--- src/rtl/tick_timer_pkg.sv ---
// Shared definitions for the tick timeout timer.
//   ch_state_t    : per-channel state encoding (IDLE = 0, RUN = 1)
//   DEF_NUM_CH    : default number of channels
//   DEF_CNT_W     : default width of the limit and count fields
package tick_timer_pkg;

  typedef enum logic {
    CH_IDLE = 1'b0,
    CH_RUN  = 1'b1
  } ch_state_t;

  localparam int DEF_NUM_CH = 4;
  localparam int DEF_CNT_W  = 8;

endpackage

--- src/rtl/tick_timer_ch.sv ---
// One timer channel. It counts shared timebase ticks up to a latched limit,
// then pulses timeout for one clk. It either reloads (periodic) or returns to
// IDLE (one-shot).
//
// Ports
//   clk, rst    : clock; synchronous active-low reset
//   tick_in     : shared timebase enable, one clk wide
//   start       : start/restart request (level, sampled each cycle)
//   stop        : abort request; wins over start
//   periodic    : mode captured with start (1 = auto-reload)
//   limit       : terminal tick count captured with start
//   timeout     : one-clk expiry pulse (registered)
//   busy        : channel is in RUN
//   err         : one-clk pulse, start rejected because limit was zero
//   count       : current tick count (registered)
//   state       : FSM state, exposed for debug and checkers
//
// Handshake: there is no valid/ready pair here. start/stop/tick_in are
// single-cycle qualifiers sampled on every rising clk. All outputs update on
// the following edge. There is no backpressure.
module tick_timer_ch
  import tick_timer_pkg::*;
#(
  parameter int CNT_W = DEF_CNT_W
) (
  input  logic             clk,
  input  logic             rst,
  input  logic             tick_in,
  input  logic             start,
  input  logic             stop,
  input  logic             periodic,
  input  logic [CNT_W-1:0] limit,
  output logic             timeout,
  output logic             busy,
  output logic             err,
  output logic [CNT_W-1:0] count,
  output ch_state_t        state
);

  logic [CNT_W-1:0] lim_q;
  logic             per_q;
  logic             limit_ok;

  assign limit_ok = (limit != '0);
  assign busy     = (state == CH_RUN);

  always_ff @(posedge clk) begin
    if (!rst) begin
      state   <= CH_IDLE;
      lim_q   <= '0;
      per_q   <= 1'b0;
      count   <= '0;
      timeout <= 1'b0;
      err     <= 1'b0;
    end else begin
      // Both pulses are one clk wide unless they are re-asserted below.
      timeout <= 1'b0;
      err     <= 1'b0;
      case (state)
        CH_IDLE: begin
          // stop in IDLE does nothing, but it still suppresses a start.
          if (start && !stop) begin
            if (limit_ok) begin
              state <= CH_RUN;
              lim_q <= limit;
              per_q <= periodic;
              count <= '0;
            end else begin
              err <= 1'b1;
            end
          end
        end
        CH_RUN: begin
          if (stop) begin
            // Abort wins over an expiry in the same cycle.
            state <= CH_IDLE;
            count <= '0;
          end else if (start && limit_ok) begin
            // Restart: relatch the limit and mode, and ignore this cycle's tick.
            lim_q <= limit;
            per_q <= periodic;
            count <= '0;
          end else begin
            // A rejected restart leaves the running count untouched.
            if (start) err <= 1'b1;
            if (tick_in) begin
              // Comparing against limit-1 means count never reaches the limit.
              // A maximum limit therefore cannot wrap the counter.
              if (count == lim_q - CNT_W'(1)) begin
                count   <= '0;
                timeout <= 1'b1;
                if (!per_q) state <= CH_IDLE;
              end else begin
                count <= count + CNT_W'(1);
              end
            end
          end
        end
        default: state <= CH_IDLE;
      endcase
    end
  end

endmodule

--- src/rtl/tick_timeout_timer.sv ---
// A bank of NUM_CH independent tick-driven timeout timers sharing a single
// timebase. This level only slices the input buses and concatenates the
// output buses. All state and outputs are registered in tick_timer_ch.
//
// Ports
//   clk, rst   : clock; synchronous active-low reset
//   tick_in    : shared timebase enable
//   start      : [NUM_CH] start/restart per channel
//   stop       : [NUM_CH] abort per channel
//   periodic   : [NUM_CH] mode per channel (1 = auto-reload)
//   limit      : [NUM_CH*CNT_W] terminal count; channel i at [i*CNT_W +: CNT_W]
//   timeout    : [NUM_CH] one-clk expiry pulses
//   busy       : [NUM_CH] channel in RUN
//   count      : [NUM_CH*CNT_W] current counts
//   err        : [NUM_CH] one-clk zero-limit rejection pulses
//   dbg_state  : [NUM_CH] per-channel FSM state (IDLE = 0, RUN = 1)
module tick_timeout_timer
  import tick_timer_pkg::*;
#(
  parameter int NUM_CH = DEF_NUM_CH,
  parameter int CNT_W  = DEF_CNT_W
) (
  input  logic                    clk,
  input  logic                    rst,
  input  logic                    tick_in,
  input  logic [NUM_CH-1:0]       start,
  input  logic [NUM_CH-1:0]       stop,
  input  logic [NUM_CH-1:0]       periodic,
  input  logic [NUM_CH*CNT_W-1:0] limit,
  output logic [NUM_CH-1:0]       timeout,
  output logic [NUM_CH-1:0]       busy,
  output logic [NUM_CH*CNT_W-1:0] count,
  output logic [NUM_CH-1:0]       err,
  output logic [NUM_CH-1:0]       dbg_state
);

  for (genvar g = 0; g < NUM_CH; g++) begin : g_ch
    ch_state_t st;

    tick_timer_ch #(
      .CNT_W (CNT_W)
    ) u_ch (
      .clk      (clk),
      .rst      (rst),
      .tick_in  (tick_in),
      .start    (start[g]),
      .stop     (stop[g]),
      .periodic (periodic[g]),
      .limit    (limit[g*CNT_W +: CNT_W]),
      .timeout  (timeout[g]),
      .busy     (busy[g]),
      .err      (err[g]),
      .count    (count[g*CNT_W +: CNT_W]),
      .state    (st)
    );

    assign dbg_state[g] = (st == CH_RUN);
  end

endmodule

--- config.mk ---
export PLATFORM = sky130hd
export DESIGN_NAME = tick_timeout_timer
export DESIGN_NICKNAME = d
export VERILOG_FILES = /design/src/rtl/tick_timer_pkg.sv /design/src/rtl/tick_timer_ch.sv /design/src/rtl/tick_timeout_timer.sv
export SDC_FILE = /design/constraint.sdc
export NUM_CORES = 1
export LEC_CHECK = 0
export CORE_MARGIN = 3
export CORE_UTILIZATION = 40
export CTS_BUF_LIST = sky130_fd_sc_hd__clkbuf_8 sky130_fd_sc_hd__clkbuf_16
export CTS_CLUSTER_DIAMETER = 60
export CTS_CLUSTER_SIZE = 14
export DETAILED_ROUTE_END_ITERATION = 12
export PLACE_DENSITY = 0.69
export SLEW_MARGIN = 5
export SYNTH_ARGS = -nofsm -noshare
export SYNTH_HDL_FRONTEND = slang
export SYNTH_SLANG_ARGS = --single-unit
--- constraint.sdc ---
create_clock -name clk -period 3.55 [get_ports clk]
set_clock_uncertainty 0.05 [all_clocks]
set_input_delay 0.8875 -clock clk [delete_from_list [all_inputs] [get_ports clk]]
set_output_delay 0.8875 -clock clk [all_outputs]
set_load 0.05 [all_outputs]
# Word-level counts from Yosys, hierarchy flattened
# Cells that the tools add are included.
# op_classes
addsub,8
n_mul,0
div_mod_pow,0
order_cmp,0
n_eq_ne,24
shifts,0
muxes,128
bitwise,6
reduce_logical,28
# op_table
op,n
2-to-1 mux 8 bit,40
case mux 8 bit (2 select lines),8
2-to-1 mux 1 bit,68
"adder 8 x 1 -> 8 bit, second input constant",4
equality test 8 bit,4
nonzero test 8 bit,4
"subtractor 8 x 1 -> 8 bit, second input constant",4
case mux 1 bit (2 select lines),12
OR reduction 5 bit,4
"inequality test 2 x 1 -> 1 bit, second input constant",8
"inequality test 2 bit, second input constant",8
"inequality test 4 bit, second input constant",4
AND reduction 4 bit,4
AND reduction 3 bit,4
logical AND 1 bit,8
NOT 1 bit,6
zero test 1 bit,4
# word_totals
ff_bits,80
latchBits,0
ram_bits,0
rom_bits,0
in_bits,47
out_inout_bits,48
elab_cells,218
memories,0

# Longest topological paths before layout
# Gate-level depths: netlist of the first run.
# depth
ltp_word,7
mapped_depth,8
depth_no_buf,8

# By module
# From an unflattened synthesis of the first run, not the netlist that was laid out.
# hier_totals
hier_cells,531
hier_area_um2,4626.9
# by_module_without_submodules
mod,instances,cells_per_inst,area_per_inst_um2,seq_area_each_um2
tick_timer_ch (g_ch[1].u_ch ...),3,130,1134.8,400.4
tick_timer_ch (g_ch[0].u_ch),1,137,1192.4,400.4
tick_timeout_timer,1,4,30.0,0.0

# Worst setup path after synthesis of the first run
# No wires, ideal clock.
# synth_timing
kind,input port to flip-flop
from,in limit[8]
to,reg g_ch[1].u_ch.count[2]
setup_ns,0.147
arrival_time_ns,2.455
required_ns,3.353
setup_slack_ns,0.898
path_stages,5
n_path_buf,0
cell_sequence,nor4_1 -> a211oi_1 -> nor2_1 -> o41ai_1 -> nor2_1
# synth_via
elab_chain_len,5
elab_cells_between_ends,8
cone_classes,eq/ne (2); mux (3); reduce/logical (3)
# synth_rtl
item,line_no,rtl
start: declaration,tick_timeout_timer.sv:29,"input logic [NUM_CH*CNT_W-1:0] limit,"
nonzero test 8 bit *,tick_timer_ch.sv:44,assign limit_ok = (limit != '0);
logical AND 1 bit,tick_timer_ch.sv:78,end else if (start && limit_ok) begin
2-to-1 mux 8 bit,tick_timer_ch.sv:78,
2-to-1 mux 8 bit,tick_timer_ch.sv:74,if (stop) begin
case mux 8 bit (2 select lines),tick_timer_ch.sv:59,case (state)
end signal: assignment,tick_timer_ch.sv:94,count <= count + CNT_W'(1);
end: declaration,tick_timer_ch.sv:36,"output logic [CNT_W-1:0] count,"
# Mark *: on every way between the ends. The rest lies on a longest branch, timed or not.
# A chain may end at the register's enable or synchronous reset.

# Worst setup path in the final report of the first run
# layout_timing
from,in limit[11]
to,reg g_ch[1].u_ch.count[7]
# The elaborated chain is that of the path after synthesis.

==> results.md, run 1 <==
* Drt wl/cell at approximately 14 µm
* PD cells at approximately 340 nW/µm²
* CP Cell Sequence: clkdlybuf4s50_1 -> nor4_1 -> a211oi_2 -> nor2_1 -> o41ai_1 -> buf_4 -> nor2_1
* First-pass DRT Iterations at 4
* Int Power at about 1.3 mW
* Largest stage delay on the critical path at just under 1 ns
* Commonest non-fill, non-tap cell in the layout: clkdlybuf4s50_1
* Worst R2R Setup Slack at between 1 and 1.5 ns
* First-pass GRT wire length at around 18 mm
* Chip height at 111 µm
* GPL Wtd Cong at just over 0.8
* Asr flop ratio synth at 0
* # H-tree levels at 3
* Gate power share at 0.178
* Metal3 WL at between 500 and 600 µm
* Ys Warns at 0
* Remaining DRCs at 0
* I/O pin cnt at between 90 and 100
* Mapped Cells at 530
* RSZ-0062 raised after global routing: false
* Most used cell along the critical path: nor2_1
* Fin area at approximately 5600 µm²
* Final hold vios at 0
* Initial Util at 0.418
* TritonCTS clock tree: yes
* Horiz. Die Dim at between 100 and 150 µm
* Area post-placement at about 5400 µm²
* TritonCTS Sinks at 80
* Slew Viols, Final at 0
* EDFF count, synth at 0
* Layout cells sized above 1 at 0.0570
* Clock Power Share at 0.313
* Placed Cells incl. Taps at about 740
* Worst min-delay path endpoint: g_ch[0].u_ch.per_q$_SDFFE_PN0P_
* Area contributors post-synth: dfxtp_1, xnor2_1, nor2_1
* CP Class: in2reg
* Vias in the first global route at between 3000 and 4000
* Crit Path Max Fanout at 15
* Max_slew headroom at 0.230
* Critical Path AT at about 3.4 ns
* Min-delay src: g_ch[0].u_ch.per_q$_SDFFE_PN0P_
* Final instance count without filler cells at between 700 and 800
* Number of port buffers at 94
* Top routing layer used: met4
* Clk_lat worst skew at ~0.37 ns
* Post-Syn Area at 4390 µm²
* Routed Antenna Nets at 0
* Avg Inst Size Synth at 8.28 µm²
* Initial antenna violation count at 0
* Total Wirelength at 10.6 mm
* MaxCap Viol Count at 0
* Seq pwr share at 0.509
* Most frequent cells in the layout: clkdlybuf4s50_1, dfxtp_1, nor2_1, nand2_1, xnor2_1
* Row count at 37
* Largest net degree at the start of global routing at 28
* Number of DRC markers in iteration 0 at 180
* Die area at around 12000 µm²
* Worst Setup Start Kind: input port
* VDD IR max at between 200 and 250 µV
* Final setup TNS at 0 ns
* Synth unique cells at 55
* DRT met1 WL at 4.97 mm
* Achievable Freq at 316 MHz
* HPWL Detailed at 8.16 mm
* Ys flop type: dfxtp_1
* Yosys reg bits at 80
* Hold path cells at 2
* Total CTS buffers at 9
* Post-cts hold buffer count at 0
* R2r endpoint: g_ch[0].u_ch.count[2]$_SDFFE_PN0P_
* Core ar. at 10500 µm²
* Total gr overflow at 0
* Req. time, crit path at ~3.8 ns
* Footprint of the multi-input gates at about 2600 µm²
* Status: complete, no violations
* P_sw at around 530 µW
* Vias per Instance at roughly 5.3
* R2R depth at 6
* Sw frac at 0.283
* Worst-path clk slew at approximately 0.080 ns
* Period utilization at 0.890
* RR Startpoint: g_ch[0].u_ch.lim_q[2]$_SDFFE_PN0P_
* Sequential fraction of the synthesis area at 0.365
* Layout area overhead at 26.7%
* Syn_nets at between 500 and 600
* Clock Tree Root: clkbuf_8
* Post-CTS Setup Inserts at 0
* Diode count at 0
* Least-Margin Pin Slew at roughly 1.2 ns
* Tmin final at between 3 and 4 ns
* GRT Overall Usage at 0.172
* Worst Setup End Kind: flip-flop
* Leakage at a little under 2 nW
* Final setup viols at 0
* Met2 wire len at between 4 and 5 mm
* Yosys top cell by area: dfxtp_1
* HP Class: reg2reg
* CTS max path bufs at 2
* Final nets at about 670
* Synth top area share at 0.365
* Slowest library cell on the worst path: a211oi_2
* DR vias at 3990
* Storage element area at about 1600 µm²
* Post-CTS sizing at 0
* # fillers at 990
## state kept, by name, indices dropped and copies added (netlist names)
name and flops:
g_ch.u_ch.count 32, g_ch.u_ch.busy 4, g_ch.u_ch.per_q 4, g_ch.u_ch.err 4
g_ch.u_ch.lim_q 32, g_ch.u_ch.timeout 4
## worst max-delay path, delay by kind of cell
kind,cells,cell delay [ns]
buf+inv,2,0.70
simple gates,3,0.35
compound gates,2,1.43
## metal layers
layer  global-route usage  vias up
met4               0.0616        0
met1                0.229     1855
met2                0.265      107
met3               0.0524       14
met5                    0        -
li1                     -     2014
## cells in the mapped netlist (3+ instances only)
cell,n
a211oi_1,8
a21boi_0,4
a21oi_1,31
a31oi_1,3
and2_1,3
and4_1,5
buf_4,16
clkbuf_1,17
dfxtp_1,80
ha_1,8
inv_1,17
mux2i_1,16
nand2_1,44
nand3_1,10
nand4_1,10
nor2_1,75
nor2b_1,4
nor3_1,17
nor3b_1,5
nor4_1,10
o2111ai_1,3
o21a_1,6
o21ai_0,20
o41ai_1,4
or2_2,3
or3_1,6
or4_1,4
xnor2_1,39
xor2_1,25
## power by group through the flow
stage / Sequential, mW / Clock, mW / Combinational [mW]
floorplan: 0.974 / 0 / 0.212
global route: 0.957 / 0.641 / 0.367
finish: 0.953 / 0.585 / 0.333
global placement: 0.973 / 0 / 0.324
detailed placement: 0.974 / 0 / 0.330
CTS: 0.953 / 0.607 / 0.331
## cell families after synthesis
group	Yosys count	synth area share
buf+inv	51	0.0573
xor+xnor	64	0.128
fa+ha+maj	8	0.0228
compound gates	100	0.150
mux	16	0.0365
flops	80	0.365
simple gates	211	0.241
## final cells by class
class,count,area share
Sequential cell,80,0.288
Tap cell,136,0.0306
Clock inverter,5,0.00473
Clock buffer,10,0.0248
Multi-Input combinational cell,399,0.459
Timing Repair Buffer,103,0.181
Inverter,17,0.0115
## worst max path at each step
stage                         start                            endpoint  slack (ns)
after CTS                 limit[11]  g_ch[1].u_ch.count[7]$_SDFFE_PN0P_        0.39
after global placement    limit[10]  g_ch[1].u_ch.count[7]$_SDFFE_PN0P_        0.21
final                     limit[11]  g_ch[1].u_ch.count[7]$_SDFFE_PN0P_        0.39
after global routing      limit[11]  g_ch[1].u_ch.count[7]$_SDFFE_PN0P_        0.15
after detailed placement  limit[11]  g_ch[1].u_ch.count[7]$_SDFFE_PN0P_      -0.007
after floorplan            limit[8]  g_ch[1].u_ch.count[2]$_SDFFE_PN0P_        0.90
## metrics by stage
| step | utilization | hold WS, ns | setup WS [ns] | power, mW |
|---|---|---|---|---|
| after global placement | 0.513 | 0.421 | 0.212 | 1.30 |
| after floorplan | - | 0.398 | 0.898 | 1.19 |
| after detailed placement | 0.513 | 0.427 | -0.00732 | 1.30 |
| after CTS | 0.528 | 0.441 | 0.387 | 1.89 |
| final | 0.529 | 0.444 | 0.390 | 1.87 |
| after global routing | 0.529 | 0.470 | 0.145 | 1.97 |
Power figures use the tool's default switching activity.
==> inputs of run 2 (changes only) <==
--- a/config.mk
+++ b/config.mk
@@ -6,12 +6,13 @@
 export NUM_CORES = 1
 export LEC_CHECK = 0
 export CORE_MARGIN = 3
-export CORE_UTILIZATION = 40
+export CORE_UTILIZATION = 55
 export CTS_BUF_LIST = sky130_fd_sc_hd__clkbuf_8 sky130_fd_sc_hd__clkbuf_16
 export CTS_CLUSTER_DIAMETER = 60
 export CTS_CLUSTER_SIZE = 14
 export DETAILED_ROUTE_END_ITERATION = 12
-export PLACE_DENSITY = 0.69
+export PLACE_DENSITY = 0.9
+export SKIP_LAST_GASP = 1
 export SLEW_MARGIN = 5
 export SYNTH_ARGS = -nofsm -noshare
 export SYNTH_HDL_FRONTEND = slang
==> run 2 against run 1 <==
  * Via count is 1.7% higher
  * Non-clock buffer count stayed put
  * Global-route usage is 7.9 points higher
  * Setup slack better by 0.30 ns
  * Sequential power hardly changed
  * First-iteration DRC count is 19% higher
  * Worst hold slack worse by 0.00087 ns
  * Sequential share of layout area is 0.40 points higher
  * Fmax is 10% higher
==> results.md, run 2 (synthesized netlist as in run 1, its figures left out) <==
* Status: complete, no violations
* Biggest regs: g_ch.u_ch.count x32, g_ch.u_ch.lim_q x32
* Final setup TNS at 0 ns
* Footprint of the multi-input gates at around 2500 µm²
* Clock Tree Root: clkbuf_8
* Post-CTS sizing at 0
* Routed Antenna Nets at 0
* Post-CTS Setup Inserts at 0
* PD cells at 334 nW/µm²
* Leakage at 1.97 nW
* Final setup viols at 0
* CTS max path bufs at 2
* Final hold vios at 0
* I/O pin cnt at 95
* Initial antenna violation count at 0
* # fillers at between 500 and 600
* Crit Path Max Fanout at 6
* Clk_lat worst skew at ~0.34 ns
* Most frequent cells in the layout: clkdlybuf4s50_1, dfxtp_1, nor2_1, nand2_1, xnor2_1
* Met2 wire len at 5.48 mm
* Remaining DRCs at 0
* RSZ-0062 raised after global routing: false
* # H-tree levels at 3
* Total Wirelength at 11.1 mm
* First-pass GRT wire length at about 18 mm
* Horiz. Die Dim at 95.3 µm
* First-pass DRT Iterations at 5
* Chip height at roughly 95 µm
* Total gr overflow at 0
* Layout area overhead at 25.0%
* Initial Util at 0.586
* Least-Margin Pin Slew at 0.936 ns
* CP Class: in2reg
* Number of port buffers at 94
* Row count at 31
* Die area at just over 9000 µm²
* Period utilization at 0.806
* DR vias at about 4100
* Commonest non-fill, non-tap cell in the layout: clkdlybuf4s50_1
* MaxCap Viol Count at 0
* TritonCTS clock tree: yes
* Top routing layer used: met4
* Diode count at 0
* Achievable Freq at about 350 MHz
* Core ar. at 7490 µm²
* DRT met1 WL at between 4 and 5 mm
* Layout cells sized above 1 at 0.0523
* Drt wl/cell at around 16 µm
* GRT Overall Usage at 0.252
* Total power at between 1.5 and 2 mW
* Post-cts hold buffer count at 0
* Vias in the first global route at around 3900
* Slew Viols, Final at 0
* HPWL Detailed at approximately 8.4 mm
* HP Class: reg2reg
* Metal3 WL at a little under 700 µm
* Worst-path clk slew at approximately 0.080 ns
* Req. time, crit path at 3.69 ns
* GPL Wtd Cong at about 0.97
* Max_slew headroom at 0.368
* Final nets at 665
* Largest net degree at the start of global routing at 33
* Total CTS buffers at 9
* Worst Setup Start Kind: input port
* Number of DRC markers in iteration 0 at 214
* Critical Path AT at approximately 3 ns
* TritonCTS Sinks at 80
* VDD IR max at about 160 µV
* Storage element area at 1600 µm²
* Worst Setup End Kind: flip-flop
* Vias per Instance at 5.71
* Tmin final at ~2.9 ns
==> run 2: changes by cell type in the layout (fill, tap and decap cells not counted), sizes merged <==
cell    change
clkinv      -1
clkbuf      -1
==> run 2: worst max-delay path, stage by stage <==
cell,delay [ns]
clkdlybuf4s50_1,0.49
nor4_1,0.09
a211oi_2,0.39
nor2_1,0.13
o41ai_1,0.89
nor2_1,0.12
==> run 2: area by class of cell <==
type | instances | share of cell area
multi-input combinational | 399 | 0.464
sequential | 80 | 0.292
timing repair buffer | 103 | 0.184
clock buffer | 9 | 0.0226
tap | 99 | 0.0226
inverter | 17 | 0.0116
clock inverter | 4 | 0.00319
==> run 2: where the power goes <==
group	total (mW)	internal, mW	leakage (nW)	switching [mW]
sequential	0.954	0.921	0.650	0.0326
clock	0.538	0.235	0.0832	0.303
combinational	0.338	0.158	1.24	0.180
total	1.83	1.31	1.97	0.516
==> run 2: per-stage QoR <==
step,hold WS [ns],utilization,area [µm²],setup slack [ns],std cells
final,0.443,0.733,5480,0.688,711
after global routing,0.468,0.733,5480,0.508,711
after CTS,0.439,0.733,5480,0.689,711
after detailed placement,0.428,0.714,5340,0.325,698
after global placement,0.417,0.714,5340,0.459,698
after floorplan,0.398,-,4390,0.898,530
==> run 2: worst paths after layout <==
| path | cells past startpoint | end | slack, ns | startpoint |
|---|---|---|---|---|
| setup reg to reg | 8 | g_ch[1].u_ch.count[4]$_SDFFE_PN0P_ | 1.01 | g_ch[1].u_ch.lim_q[0]$_SDFFE_PN0P_ |
| hold reg to reg | 2 | g_ch[2].u_ch.lim_q[6]$_SDFFE_PN0P_ | 0.44 | g_ch[2].u_ch.lim_q[6]$_SDFFE_PN0P_ |
| hold / removal | 2 | g_ch[2].u_ch.lim_q[6]$_SDFFE_PN0P_ | 0.44 | g_ch[2].u_ch.lim_q[6]$_SDFFE_PN0P_ |
| setup / recovery | 6 | g_ch[1].u_ch.count[4]$_SDFFE_PN0P_ | 0.69 | limit[8] |
==> run 2: metal layers <==
metal / global-route usage / up-vias
li1: - / 2014
met1: 0.318 / 1883
met2: 0.426 / 134
met3: 0.0458 / 26
met4: 0.0925 / 0
met5: 0 / -
